==> src/rtl/rv32_lsu_pkg.sv <==
// Shared encodings for the RV32 load/store sequencer: funct3 codes, FSM states,
// fault causes and the accept-time legality checks.
package rv32_lsu_pkg;

  localparam logic [2:0] F3_B  = 3'b000;
  localparam logic [2:0] F3_H  = 3'b001;
  localparam logic [2:0] F3_W  = 3'b010;
  localparam logic [2:0] F3_BU = 3'b100;
  localparam logic [2:0] F3_HU = 3'b101;

  localparam logic [1:0] ST_IDLE = 2'b00;
  localparam logic [1:0] ST_REQ  = 2'b01;
  localparam logic [1:0] ST_DONE = 2'b10;

  typedef enum logic [1:0] {
    CAUSE_NONE     = 2'b00,
    CAUSE_MISALIGN = 2'b01,
    CAUSE_ILLEGAL  = 2'b10,
    CAUSE_TIMEOUT  = 2'b11
  } fault_cause_e;

  // Unsigned-extension encodings only exist for loads.
  function automatic logic f3_illegal(input logic [2:0] f3, input logic is_st);
    logic bad;
    bad = 1'b0;
    case (f3)
      F3_B, F3_H, F3_W: bad = 1'b0;
      F3_BU, F3_HU:     bad = is_st;
      default:          bad = 1'b1;
    endcase
    return bad;
  endfunction

  function automatic logic f3_misaligned(input logic [2:0] f3, input logic [1:0] addr_lo);
    logic bad;
    bad = 1'b0;
    case (f3)
      F3_H, F3_HU: bad = addr_lo[0];
      F3_W:        bad = (addr_lo != 2'b00);
      default:     bad = 1'b0;
    endcase
    return bad;
  endfunction

endpackage

==> src/rtl/lsu_align.sv <==
// Combinational data alignment: store byte enables and lane replication,
// load right-shift and sign/zero extension.
module lsu_align
  import rv32_lsu_pkg::*;
(
  input  logic        acc_is_ld,
  input  logic [2:0]  acc_f3,
  input  logic [1:0]  acc_addr_lo,
  input  logic [31:0] acc_wdata,
  output logic [3:0]  acc_be,
  output logic [31:0] acc_wdata_lane,
  input  logic [2:0]  rsp_f3,
  input  logic [1:0]  rsp_addr_lo,
  input  logic [31:0] rsp_rdata,
  output logic [31:0] rsp_load_val
);

  logic [31:0] shifted;

  always_comb begin
    acc_be         = 4'b1111;
    acc_wdata_lane = acc_wdata;
    if (!acc_is_ld) begin
      case (acc_f3[1:0])
        2'b00: begin
          acc_be         = 4'b0001 << acc_addr_lo;
          acc_wdata_lane = {4{acc_wdata[7:0]}};
        end
        2'b01: begin
          acc_be         = 4'b0011 << {acc_addr_lo[1], 1'b0};
          acc_wdata_lane = {2{acc_wdata[15:0]}};
        end
        default: begin
          acc_be         = 4'b1111;
          acc_wdata_lane = acc_wdata;
        end
      endcase
    end
  end

  always_comb begin
    shifted = rsp_rdata >> {rsp_addr_lo, 3'b000};
    case (rsp_f3)
      F3_B:    rsp_load_val = {{24{shifted[7]}}, shifted[7:0]};
      F3_H:    rsp_load_val = {{16{shifted[15]}}, shifted[15:0]};
      F3_BU:   rsp_load_val = {24'h0, shifted[7:0]};
      F3_HU:   rsp_load_val = {16'h0, shifted[15:0]};
      default: rsp_load_val = shifted;
    endcase
  end

endmodule

==> src/rtl/lsu_ctrl.sv <==
// Load/store sequencer: accepts one access at a time, runs the memory
// req/ack handshake with a timeout, and drives writeback and fault reporting.
module lsu_ctrl
  import rv32_lsu_pkg::*;
#(
  parameter int TIMEOUT_CYC = 255
) (
  input  logic        clk,
  input  logic        rst,
  input  logic        ex_valid,
  input  logic        ex_ld,
  input  logic        ex_st,
  input  logic [2:0]  ex_f3,
  input  logic [31:0] ex_addr,
  input  logic [31:0] ex_wdata,
  input  logic [4:0]  ex_rd,
  output logic        stall,
  output logic        mem_req,
  output logic        mem_we,
  output logic [31:0] mem_addr,
  output logic [3:0]  mem_be,
  output logic [31:0] mem_wdata,
  input  logic [31:0] mem_rdata,
  input  logic        mem_ack,
  output logic        wb_en,
  output logic [4:0]  wb_reg,
  output logic [31:0] wb_val,
  output logic        fault,
  output logic [1:0]  fault_cause,
  output logic [31:0] fault_addr
);

  localparam logic [9:0] TO_LAST = 10'(TIMEOUT_CYC - 1);

  logic [1:0]  state_reg;
  logic [9:0]  cnt_reg;
  logic        ld_reg;
  logic [2:0]  f3_reg;
  logic [31:0] addr_reg;
  logic [4:0]  rd_reg;
  logic        mem_we_reg;
  logic [3:0]  mem_be_reg;
  logic [31:0] mem_wdata_reg;
  logic        wb_en_reg;
  logic [4:0]  wb_reg_reg;
  logic [31:0] wb_val_reg;
  logic        fault_reg;
  logic [1:0]  fault_cause_reg;
  logic [31:0] fault_addr_reg;

  logic        in_req;
  logic        accept;
  logic        acc_illegal;
  logic        acc_misal;
  logic        acc_legal;
  logic        acc_fault;
  logic        timeout_hit;
  logic [3:0]  acc_be;
  logic [31:0] acc_wdata_lane;
  logic [31:0] load_val;

  lsu_align u_align (
    .acc_is_ld      (ex_ld),
    .acc_f3         (ex_f3),
    .acc_addr_lo    (ex_addr[1:0]),
    .acc_wdata      (ex_wdata),
    .acc_be         (acc_be),
    .acc_wdata_lane (acc_wdata_lane),
    .rsp_f3         (f3_reg),
    .rsp_addr_lo    (addr_reg[1:0]),
    .rsp_rdata      (mem_rdata),
    .rsp_load_val   (load_val)
  );

  always_comb begin
    in_req      = (state_reg == ST_REQ);
    accept      = ex_valid & (ex_ld | ex_st) & ((state_reg == ST_IDLE) | (state_reg == ST_DONE));
    acc_illegal = f3_illegal(ex_f3, ~ex_ld);
    acc_misal   = f3_misaligned(ex_f3, ex_addr[1:0]);
    acc_fault   = accept & (acc_illegal | acc_misal);
    acc_legal   = accept & ~acc_illegal & ~acc_misal;
    timeout_hit = in_req & ~mem_ack & (cnt_reg == TO_LAST);
  end

  assign stall       = acc_legal | in_req;
  assign mem_req     = in_req;
  assign mem_addr    = in_req ? {addr_reg[31:2], 2'b00} : 32'h0;
  assign mem_we      = mem_we_reg;
  assign mem_be      = mem_be_reg;
  assign mem_wdata   = mem_wdata_reg;
  assign wb_en       = wb_en_reg;
  assign wb_reg      = wb_reg_reg;
  assign wb_val      = wb_val_reg;
  assign fault       = fault_reg;
  assign fault_cause = fault_cause_reg;
  assign fault_addr  = fault_addr_reg;

  always_ff @(posedge clk) begin
    if (rst) begin
      state_reg       <= ST_IDLE;
      cnt_reg         <= '0;
      ld_reg          <= 1'b0;
      f3_reg          <= '0;
      addr_reg        <= '0;
      rd_reg          <= '0;
      mem_we_reg      <= 1'b0;
      mem_be_reg      <= '0;
      mem_wdata_reg   <= '0;
      wb_en_reg       <= 1'b0;
      wb_reg_reg      <= '0;
      wb_val_reg      <= '0;
      fault_reg       <= 1'b0;
      fault_cause_reg <= '0;
      fault_addr_reg  <= '0;
    end else begin
      fault_reg <= 1'b0;
      wb_en_reg <= 1'b0;
      if (state_reg == ST_REQ) begin
        // Ack wins over a timeout landing in the same cycle.
        if (mem_ack) begin
          state_reg     <= ST_DONE;
          wb_en_reg     <= ld_reg & (rd_reg != 5'd0);
          wb_reg_reg    <= rd_reg;
          wb_val_reg    <= load_val;
          mem_we_reg    <= 1'b0;
          mem_be_reg    <= '0;
          mem_wdata_reg <= '0;
        end else if (timeout_hit) begin
          state_reg       <= ST_IDLE;
          fault_reg       <= 1'b1;
          fault_cause_reg <= CAUSE_TIMEOUT;
          fault_addr_reg  <= addr_reg;
          mem_we_reg      <= 1'b0;
          mem_be_reg      <= '0;
          mem_wdata_reg   <= '0;
        end else begin
          cnt_reg <= cnt_reg + 10'd1;
        end
      end else begin
        state_reg <= ST_IDLE;
        if (acc_fault) begin
          fault_reg       <= 1'b1;
          fault_cause_reg <= acc_illegal ? CAUSE_ILLEGAL : CAUSE_MISALIGN;
          fault_addr_reg  <= ex_addr;
        end else if (acc_legal) begin
          state_reg     <= ST_REQ;
          cnt_reg       <= '0;
          ld_reg        <= ex_ld;
          f3_reg        <= ex_f3;
          addr_reg      <= ex_addr;
          rd_reg        <= ex_rd;
          mem_we_reg    <= ~ex_ld;
          mem_be_reg    <= acc_be;
          mem_wdata_reg <= ex_ld ? 32'h0 : acc_wdata_lane;
        end
      end
    end
  end

endmodule

==> config.mk <==
export PLATFORM = sky130hd
export DESIGN_NAME = lsu_ctrl
export DESIGN_NICKNAME = d
export VERILOG_FILES = /design/src/rtl/rv32_lsu_pkg.sv /design/src/rtl/lsu_align.sv /design/src/rtl/lsu_ctrl.sv
export SDC_FILE = /design/constraint.sdc
export NUM_CORES = 1
export LEC_CHECK = 0
export ABC_AREA = 1
export CORE_MARGIN = 2
export CORE_UTILIZATION = 30
export DETAILED_ROUTE_END_ITERATION = 10
export GPL_TIMING_DRIVEN = 0
export PLACE_DENSITY = 0.58
export SYNTH_ARGS = -nofsm -noshare
export SYNTH_HDL_FRONTEND = slang
export SYNTH_SLANG_ARGS = --single-unit
==> constraint.sdc <==
create_clock -name clk -period 1.86 [get_ports clk]
set_input_delay 0.279 -clock clk [delete_from_list [all_inputs] [get_ports clk]]
set_output_delay 0.279 -clock clk [all_outputs]
set_load 0.01 [all_outputs]
== After elaboration in Yosys (flattened, before gate mapping) ==
Index checks and enable logic that the tools add are counted.
Storage, ports and cells
  flip-flop bits (word level): 163
  input port bits: 110
  output and inout port bits: 144
  logic and storage cells: 116
Cells by class
  add/sub/neg operators: 1
  eq/ne operators: 16
  shift operators: 3
  mux-type cells: 46
  bitwise operators: 18
  reduce and logical (&&, ||, !) cells: 17
Operators by type and width (count)
  $mux W32: 11
  $pmux W32 S4: 1
  $pmux W32 S2: 1
  $mux W10: 5
  $shr A32 B5 Y32: 1
  $mux W4: 6
  $mux W2: 8
  $eq A3 B3 Y1 const B: 4
  $mux W1: 11
  $add A10 B1 Y10 const B: 1
  $eq A10 B8 Y1 const B: 1
  $reduce_and A3 Y1: 3
  $and A1 B1 Y1: 8
  $pmux W4 S2: 1
  $eq A3 B1 Y1 const B: 2
  $logic_not A3 Y1: 2
  $ne A2 B2 Y1 const B: 3
  $not A1 Y1: 6
  $reduce_bool A2 Y1: 3
  $reduce_or A3 Y1: 2
  $reduce_bool A5 Y1: 1
  $eq A2 B1 Y1 const B: 2
  $logic_not A2 Y1: 2
  $or A1 B1 Y1: 4
  other kinds (10): 12

== Depth between registers and ports, before layout ==
Gate-level depths: netlist (run 1).
  word-level depth: 9
  mapped depth: 11
  mapped depth without buffers: 11

== Hierarchy ==
A second synthesis (run 1) with hierarchy kept.
Second synthesis, totals
  cell total of the unflattened synthesis: 1164
  area total of the unflattened synthesis: 7818.7 µm²
By module, submodules not included
  lsu_ctrl: times used 1, cells each 893, area an instance 6471.2 µm²
  lsu_align: times used 1, cells each 271, area an instance 1347.5 µm²

== Least setup slack after synthesis (run 1) ==
OpenSTA, ideal clock, no wires.
  path type: register to output
  from: reg state_reg[0]
  to: out mem_addr[21]
  arrival: 1330 ps
  data required time: 1581 ps
  path slack: 251 ps
  cell stages (with the launch flop): 8
  path buffers: 3
  cell sequence: dfxtp_1 -> inv_2 -> nor2_4 -> inv_2 -> buf_2 -> buf_2 -> buf_1 -> nor2_1
Between the ends
  longest elaborated chain between the ends: 2
Ends and longest elaborated chain
  start, declared: line lsu_ctrl.sv:35  | logic [1:0] state_reg;
  start signal, assigned: line lsu_ctrl.sv:100  | state_reg <= ST_IDLE;
  start signal, assigned: line lsu_ctrl.sv:121  | state_reg <= ST_DONE;
  start signal, assigned: line lsu_ctrl.sv:129  | state_reg <= ST_IDLE;
  $eq A2 B1 Y1: line lsu_ctrl.sv:76  | in_req = (state_reg == ST_REQ);
  via mem_req: line lsu_ctrl.sv:18  | output logic mem_req,
  $mux W32: line lsu_ctrl.sv:87  | assign mem_addr = in_req ? {addr_reg[31:2], 2'b00} : 32'h0;
  end, declared: line lsu_ctrl.sv:20  | output logic [31:0] mem_addr,
The timed path passes the listed nets, and every way through them passes these cells.

== Worst setup path after layout (run 1) ==
  from: in ex_f3[1]
  to: out stall
Between the ends
  longest elaborated chain between the ends: 7
Ends and longest elaborated chain
  start, declared: line lsu_ctrl.sv:13  | input logic [2:0] ex_f3,
  $eq A3 B2 Y1, or another cell as far along: line rv32_lsu_pkg.sv:26, rv32_lsu_pkg.sv:37
  $reduce_or A3 Y1 or $reduce_or A2 Y1 (tied branches): line rv32_lsu_pkg.sv:26  | case (f3)
  $pmux W1 S2: line rv32_lsu_pkg.sv:26
  $not A1 Y1: line lsu_ctrl.sv:81  | acc_legal = accept & ~acc_illegal & ~acc_misal;
  $and A1 B1 Y1: line lsu_ctrl.sv:81
  $and A1 B1 Y1 (*): line lsu_ctrl.sv:81
  $or A1 B1 Y1 (*): line lsu_ctrl.sv:85  | assign stall = acc_legal | in_req;
  end, declared: line lsu_ctrl.sv:17  | output logic stall,
Every way passes the cells marked *; elsewhere a longest branch is shown, timed or not.

==> results of run 1 <==
cell usage after synthesis (8+ instances only):
cell | number | area share, %
o21ai_0 | 106 | 6.6
o21a_1 | 17 | 1.6
nand2_1 | 219 | 10
a21oi_1 | 105 | 6.5
inv_1 | 75 | 3.5
nand2_2 | 11 | 0.85
a31oi_1 | 8 | 0.62
dfxtp_1 | 163 | 40
nand3_2 | 32 | 4.0
clkbuf_1 | 35 | 1.6
nor2_1 | 185 | 8.6
o31ai_1 | 8 | 0.74
buf_2 | 27 | 1.7
nand3_1 | 39 | 2.4
nor3_1 | 8 | 0.50
a21oi_2 | 21 | 2.3
where the power goes:
part	total [W]	switching (W)	internal [W]
Clock	0.00402	0.00168	0.00234
Sequential	0.00376	0.0000908	0.00367
Combinational	0.00177	0.000986	0.000787
path summary, 6_finish.rpt:
check | from | endpoint | slack [ps] | cells past startpoint
hold reg to reg | mem_wdata[27] | mem_wdata[27] | 460 | 2
hold / removal | rst | wb_reg[2] | 220 | 2
setup / recovery | ex_f3[1] | stall | 60 | 6
setup reg to reg | state_reg[0] | fault_addr[31] | 130 | 9
kinds of logic (layout without fill, tap and decap cells):
kind of cell / after synthesis / after routing
adder cells (fa/ha/maj): 2 / 2
buffers and inverters: 165 / 457
AND/OR/NAND/NOR: 510 / 510
XOR/XNOR: 5 / 5
AO/OA/AOI/OAI: 287 / 287
flip-flops: 163 / 163
other: 1 / 3
critical path, cell delays in order:
cell and delay [ps]:
clkdlybuf4s50_1 510, buf_4 220, nand3_2 150, nand2_4 130, o21ai_4 70, buf_4 150
layer usage:
layer | part of all wire, % | global-route usage (%) | routed length [um] | up-vias
met5 | 0.082 | 0 | 24 | -
met4 | 2.3 | 7.33 | 679 | 4
met3 | 6.8 | 5.76 | 1990 | 45
met2 | 46 | 33.2 | 13400 | 257
met1 | 45 | 25.9 | 13200 | 3854
li1 | - | - | - | 4250
metrics by stage:
| stage | cells | area [sq um] | total power, W |
|---|---|---|---|
| CTS | 1765 | 12000 | 0.00963 |
| finish | 1768 | 12100 | 0.00955 |
| floorplan | 1134 | 8080 | 0.00470 |
| detailed placement | 1725 | 11000 | 0.00552 |
| global route | 1768 | 12100 | 0.00995 |
| global placement | 1725 | 11000 | 0.00551 |
what timing repair did:
| item | CTS | global route |
|---|---|---|
| hold endpoints to repair | 0 | 0 |
| cloned | 3 | 0 |
| pin swaps | 5 | 4 |
| setup buffers | 5 | 3 |
| endpoints found under the setup margin | 50 | 89 |
| hold buffers | 0 | 0 |
| resized for setup | 229 | 16 |
final cells by class:
cell class | instances | area share (%)
timing repair buffer | 261 | 21.8
sequential | 163 | 27.1
multi-input combinational | 806 | 35.1
tap | 341 | 3.54
clock inverter | 14 | 1.78
clock buffer | 18 | 3.64
inverter | 82 | 2.57
antenna | 1 | 0.0207
buffer | 82 | 4.45
==> results.cfg, run 1 <==
[yosys]
ys_seq_elements = 163
async_flop_share_pct = 0
synthCells = 1133
yosys_most_used_dff = dfxtp_1
syn_area_per_cell_sq_um = 7.13
synth_edf_count = 0
netlist_area_sq_um = 8070
ys_seq_area_share_pct = 40.4
synth_warnings = 0
synthAdderAreaFrac_pct = 0.310
yosys.area_share.simple_pct = 28.6
synth-xor-area-share_pct = 0.542
yosysUniqueCellTypes = 40
synth_compound_area_share_pct = 20.4
synth_top_family_by_area = simple AND/OR/NAND/NOR gates
muxShareOfSynthArea_pct = 0

[cts]
clockRootBuffer = clkbuf_16
clk_path_buf_depth = 2
numCtsBuffers = 17
htreeDepth = 4
clkTransAtPathRegs_ps = 70
cts.sinks = 163
clk_latency_ps = 430
cts_tree = yes

[timing]
worst_slew_margin_rel_pct = 43.8
setup_viol = 0
holdWs_ps = 216
rsz0062_at_grt = yes
tightest_slew_ps = 843
maxSlewViolCount = 0
final.setup_skew_ps = 12.8
setup_ws_ps = 58.0
fin_setup_tns_ps = 0
max_freq_ghz = 0.555
fin_crit_sh_pct = 96.9
hold_viol_final = 0
fin_crit_ps = 1800

[worst_setup_path]
crit_fanout = 10
critPathKind = input pin to output port
start_kind = input pin
cp-end-kind = output port
critPathArrivalTime_ps = 1520
crit_required_ps = 1580

[drt]
antenna_left = 0
drt-total-wl_um = 29300
drc = 0
viasPerCell = 4.76
dr.pass1.iters = 5
initialDrtViolationCount = 549
vias = 8410
wl_per_cell_um = 16.6

[final_layout]
multi_input_area_sq_um = 4230
drive_above_1_share_pct = 17.0
fillers = 2687
mostFrequentLayoutCells = 219 x nand2_1, 215 x clkdlybuf4s50_1, 161 x dfxtp_1
area_growth_pct = 49.4
final_nets = 1525
fin_util_pct = 45.3
regArea_sq_um = 3270
final_common_cell = nand2_1

[placement]
pre_cts_ws_ps = -718
port_buffers = 250
dpl.hpwl_um = 21800
globalplace.congestion = 0.913

[die]
die-width_um = 168
start_util_pct = 30.3
core_sq_um = 26700
rows = 60
io_pins = 254
die_y_um = 168
die_area_sq_um = 28200

[grt]
grt_pass1_wl_um = 45200
grt-ovfl-total = 0
grt_pass1_vias = 8092
grt_antenna_before_repair = 3
grtUsageTotal_pct = 20.4
grt_max_degree = 17

[power_and_ir_drop]
ir_worst_vdd_mv = 0.471
powerDensity_nw_per_um2 = 792
p_leak_nw = 4.87

[run_status]
status = finished clean

[job]
cap_violations = 0

[hold_path]
hold_path.class = input pin to flip-flop
Power figures use the tool's default switching activity.
==> inputs of run 2 (changes only) <==
GPL_ROUTABILITY_DRIVEN = 0   (was default)
==> run 2 against run 1 <==
Worst hold slack better by 30 ps. Cell count is essentially flat. Sequential power barely moved. Sequential cell count stayed put. Clock-buffer cell count up 1.
==> results.cfg, run 2 (synthesis results as in run 1) <==
[die]
die_area_sq_um = 28200
rows = 60
io_pins = 254
die-width_um = 168
die_y_um = 168
start_util_pct = 30.3
core_sq_um = 26700

[worst_setup_path]
critPathArrivalTime_ps = 1580
crit_required_ps = 1580
cp-end-kind = output port
r2r-start = state_reg[1]
ff2ff_setup_slack_ps = 110
critPathLaunch = state_reg[1]
slowest_stage = dfxtp_1
path_buf_inv = 5
crit_fanout = 7
path_cells = nor2_4, inv_4, buf_8, buf_12, buf_16, nor2_4, buf_6
r2r_cells = 8
reg2reg_to = wb_reg[4]
start_kind = flip-flop
path_common_cell = nor2_4
max_stage_delay_ps = 340
critical_path.top_delay_family = buffers and inverters
critPathKind = flip-flop to output port

[hold_path]
hold_start = rst
worstHoldEndpoint = wb_reg[2]
hold_depth = 2
hold_path.class = input pin to flip-flop

[power_and_ir_drop]
p_sw_w = 0.00272
swShare_pct = 29.9
clkPwrFrac_pct = 39.2
finalPower_w = 0.00912
internal_power_w = 0.00640
comb_power_share_pct = 19.6
p_seq_share_pct = 41.3
ir_worst_vdd_mv = 0.539
powerDensity_nw_per_um2 = 755
p_leak_nw = 4.83

[placement]
post_dp_cell_area_sq_um = 11000
dpl.hpwl_um = 21400
pre_cts_ws_ps = -715
port_buffers = 250

[timing]
tightest_slew_ps = 818
fin_crit_sh_pct = 100
setup_ws_ps = 0.211
fin_crit_ps = 1860
rsz0062_at_grt = yes
hold_viol_final = 0
maxSlewViolCount = 0
worst_slew_margin_rel_pct = 45.5
max_freq_ghz = 0.538
final.setup_skew_ps = 11.1
setup_viol = 0

[drt]
vias = 8404
initialDrtViolationCount = 514
wl_per_cell_um = 16.4
drc = 0
dr.pass1.iters = 5
viasPerCell = 4.75
antenna_left = 0
drt-total-wl_um = 29000

[cts]
cts.sinks = 163
clockRootBuffer = clkbuf_16
clk_latency_ps = 430
cts_hold_buf = 0
clkTransAtPathRegs_ps = 70
htreeDepth = 4
cts_tree = yes
numCtsBuffers = 17
clk_path_buf_depth = 2

[final_layout]
area_growth_pct = 49.6
design_area_sq_um = 12100
fin_util_pct = 45.3
mostFrequentLayoutCells = 219 x nand2_1, 215 x clkdlybuf4s50_1, 160 x dfxtp_1
final_common_cell = nand2_1
final_nets = 1526
drive_above_1_share_pct = 17.1

[run_status]
status = finished clean

[grt]
grt-ovfl-total = 0
grt_pass1_wl_um = 45200
grt_antenna_before_repair = 3
grtUsageTotal_pct = 20.3
grt_pass1_vias = 8193
grt_max_degree = 17

[job]
cap_violations = 0
==> run 2: final cells by class <==
class | count | area [sq um]
fillers | 2716 | 14600
multi-input cells | 806 | 4260
flip-flops and latches | 163 | 3270
repair buffers | 261 | 2670
plain buffers | 83 | 553
clock buffers | 19 | 443
well taps | 341 | 427
inverters | 82 | 310
clock inverters | 13 | 138
diodes | 1 | 2.50
==> run 2: repair_timing <==
item / in CTS / in global routing
setup buffers: 5 / 3
pin swaps: 2 / 2
cloned: 3 / 0
gates resized for setup: 228 / 29
endpoints found under the setup margin: 53 / 87
==> run 2: worst max path at each step <==
stage              endpoint  slack, ps  depth (start not counted)
2_1_floorplan  mem_addr[21]        250                          7
3_3_place_gp          stall       -720                          7
3_5_place_dp          stall       -710                          7
4_1_cts         mem_addr[8]        -50                          8
5_1_grt         mem_addr[4]        -50                          8
6_report        mem_addr[3]        0.2                          7
==> run 2: layer usage <==
layer | vias up | share of wire (%) | GRT usage (%) | wire, um
met5 | - | 0.093 | 0 | 27
met4 | 4 | 2.3 | 6.50 | 665
met3 | 50 | 6.8 | 5.85 | 1970
met2 | 264 | 46 | 32.3 | 13300
li1 | 4249 | - | - | -
met1 | 3837 | 45 | 26.5 | 13100
==> run 2: stage by stage <==
stage,instances,hold WS (ps),TNS [ps]
after detailed placement,1725,454,-69830
final,1769,247,0
after CTS,1765,252,-634
after global routing,1769,304,-1130
after floorplan,1134,414,0
after global placement,1725,446,-67870
==> run 2: power groups by stage <==
stage	combinational, W	sequential, W	clock (W)
after floorplan	0.000815	0.00388	0
after global placement	0.00167	0.00384	0
after detailed placement	0.00167	0.00384	0
after CTS	0.00177	0.00376	0.00364
after global routing	0.00194	0.00378	0.00379
final	0.00179	0.00376	0.00357
==> edit (flow settings as in run 1) <==
Put one more register stage on the output `fault_addr`, cleared by the reset. The value now appears one clock later. The other outputs are not delayed to match.
--- a/src/rtl/lsu_ctrl.sv
+++ b/src/rtl/lsu_ctrl.sv
@@ -93,7 +93,13 @@
   assign wb_val      = wb_val_reg;
   assign fault       = fault_reg;
   assign fault_cause = fault_cause_reg;
-  assign fault_addr  = fault_addr_reg;
+  always_ff @(posedge clk) begin
+    if (rst) begin
+      fault_addr <= '0;
+    end else begin
+      fault_addr <= fault_addr_reg;
+    end
+  end
 
   always_ff @(posedge clk) begin
     if (rst) begin
Behaviour: not the same (Yosys sat finds a counterexample within 4 cycles, from zero or initial values and one cycle with rst high).
==> edit against run 1 <==
The run now ends with setup timing left. Total power up 4.3%. Synthesized area up 4.7%. Design area up 3.8%. Combinational power down 5%. Routed wire length up 1.1%. Setup slack worse by 0.12 ns. Sequential cell count up 32. Clock power down 5.5%. Critical path depth up 2. Critical endpoint is now mem_addr[7].
==> edit: results (changes against run 1) <==
\begin{tabular}{lr}
\hline
Metric & Value \\
\hline
\multicolumn{2}{l}{\textbf{Global route}} \\
\quad Vias in the first global route & 8234 (was 8092) \\
\quad Maximum number of pins on one net before global-route repair & 20 (was 17) \\
\multicolumn{2}{l}{\textbf{Timing}} \\
\quad Final worst hold slack & 0.226 ns (was 0.216 ns) \\
\quad Setup TNS & -0.226 ns (was 0 ns) \\
\quad Number of setup violations in the final report & 4 (was 0) \\
\quad Post-layout worst setup margin & -0.0630 ns (was 0.0580 ns) \\
\multicolumn{2}{l}{\textbf{Layout}} \\
\quad Sequential cell area & 0.00391 mm² (was 0.00327 mm²) \\
\quad Count of non-CTS inverters in the layout & 135 (was 82) \\
\quad Final cell count without fillers & 1883 (was 1768) \\
\quad Number of multi-input logic gates & 801 (was 806) \\
\quad Proportion of cell area occupied by multi-input gates & 31.4\% (was 35.1\%) \\
\quad Antenna diode count & 2 (was 1) \\
\quad Fillcell total & 2889 (was 2687) \\
\multicolumn{2}{l}{\textbf{Worst setup path}} \\
\quad Setup crit start & state\_reg[0]\$\_SDFFE\_PP0P\_ (was ex\_f3[1]) \\
\quad Arr. time, crit path & 1.64 ns (was 1.52 ns) \\
\quad Peak fanout along the critical path & 7 (was 10) \\
\multicolumn{2}{l}{\textbf{Power}} \\
\quad Leak & 5.12 nW (was 4.87 nW) \\
\multicolumn{2}{l}{\textbf{Synth}} \\
\quad Adder-Cell Fraction of Synth Area & 0.296\% (was 0.310\%) \\
\quad Synth top cells by count & sky130\_fd\_sc\_hd\_\_nand2\_1 (231), sky130\_fd\_sc\_hd\_\_nor2\_1 (199), sky130\_fd\_sc\_hd\_\_dfxtp\_1 (195), sky130\_fd\_sc\_hd\_\_inv\_1 (126), sky130\_fd\_sc\_hd\_\_o21ai\_0 (115) (was sky130\_fd\_sc\_hd\_\_nand2\_1 (219), sky130\_fd\_sc\_hd\_\_nor2\_1 (185), sky130\_fd\_sc\_hd\_\_dfxtp\_1 (163), sky130\_fd\_sc\_hd\_\_o21ai\_0 (106), sky130\_fd\_sc\_hd\_\_a21oi\_1 (105)) \\
\quad Part of the Yosys area used for sequential elements & 46.2\% (was 40.4\%) \\
\quad Count of unique library cells instantiated by Yosys & 32 (was 40) \\
\multicolumn{2}{l}{\textbf{Placement}} \\
\quad Worst-case setup slack after placement & -0.781 ns (was -0.718 ns) \\
\multicolumn{2}{l}{\textbf{Route}} \\
\quad Iter 0 DRT Violations & 559 (was 549) \\
\quad Vias after detailed routing & 8748 (was 8410) \\
\multicolumn{2}{l}{\textbf{Outcome}} \\
\quad Violations in the final reports & setup timing \\
\quad Status & finished with violations (was finished clean) \\
\hline
\end{tabular}
edit: changes by cell type in the layout (fill, tap and decap cells not counted), moves of 19 or more:
cell	delta
sky130_fd_sc_hd__inv_1	+54
sky130_fd_sc_hd__o21ai_1	+33
sky130_fd_sc_hd__dfxtp_1	+31
sky130_fd_sc_hd__nand3_2	-30
sky130_fd_sc_hd__a21oi_2	-20
sky130_fd_sc_hd__nand3_1	-19
edit: metal layers:
layer  global-route usage, %  vias to the layer above  share of wire (%)
met5                       0                        -                  0
met4                    6.25                        0                1.7
met3                    3.71                       30                5.4
met2                    34.0                      265                 49
met1                    25.3                     4026                 44
li1                        -                     4427                  -
edit: what timing repair did:
item / CTS / global route
resized for setup: 215 / 45
setup buffers: 12 / 2
cloned: 3 / 0
hold endpoints to repair: 0 / 0
endpoints found under the setup margin: 56 / 149
pin swaps: 2 / 5
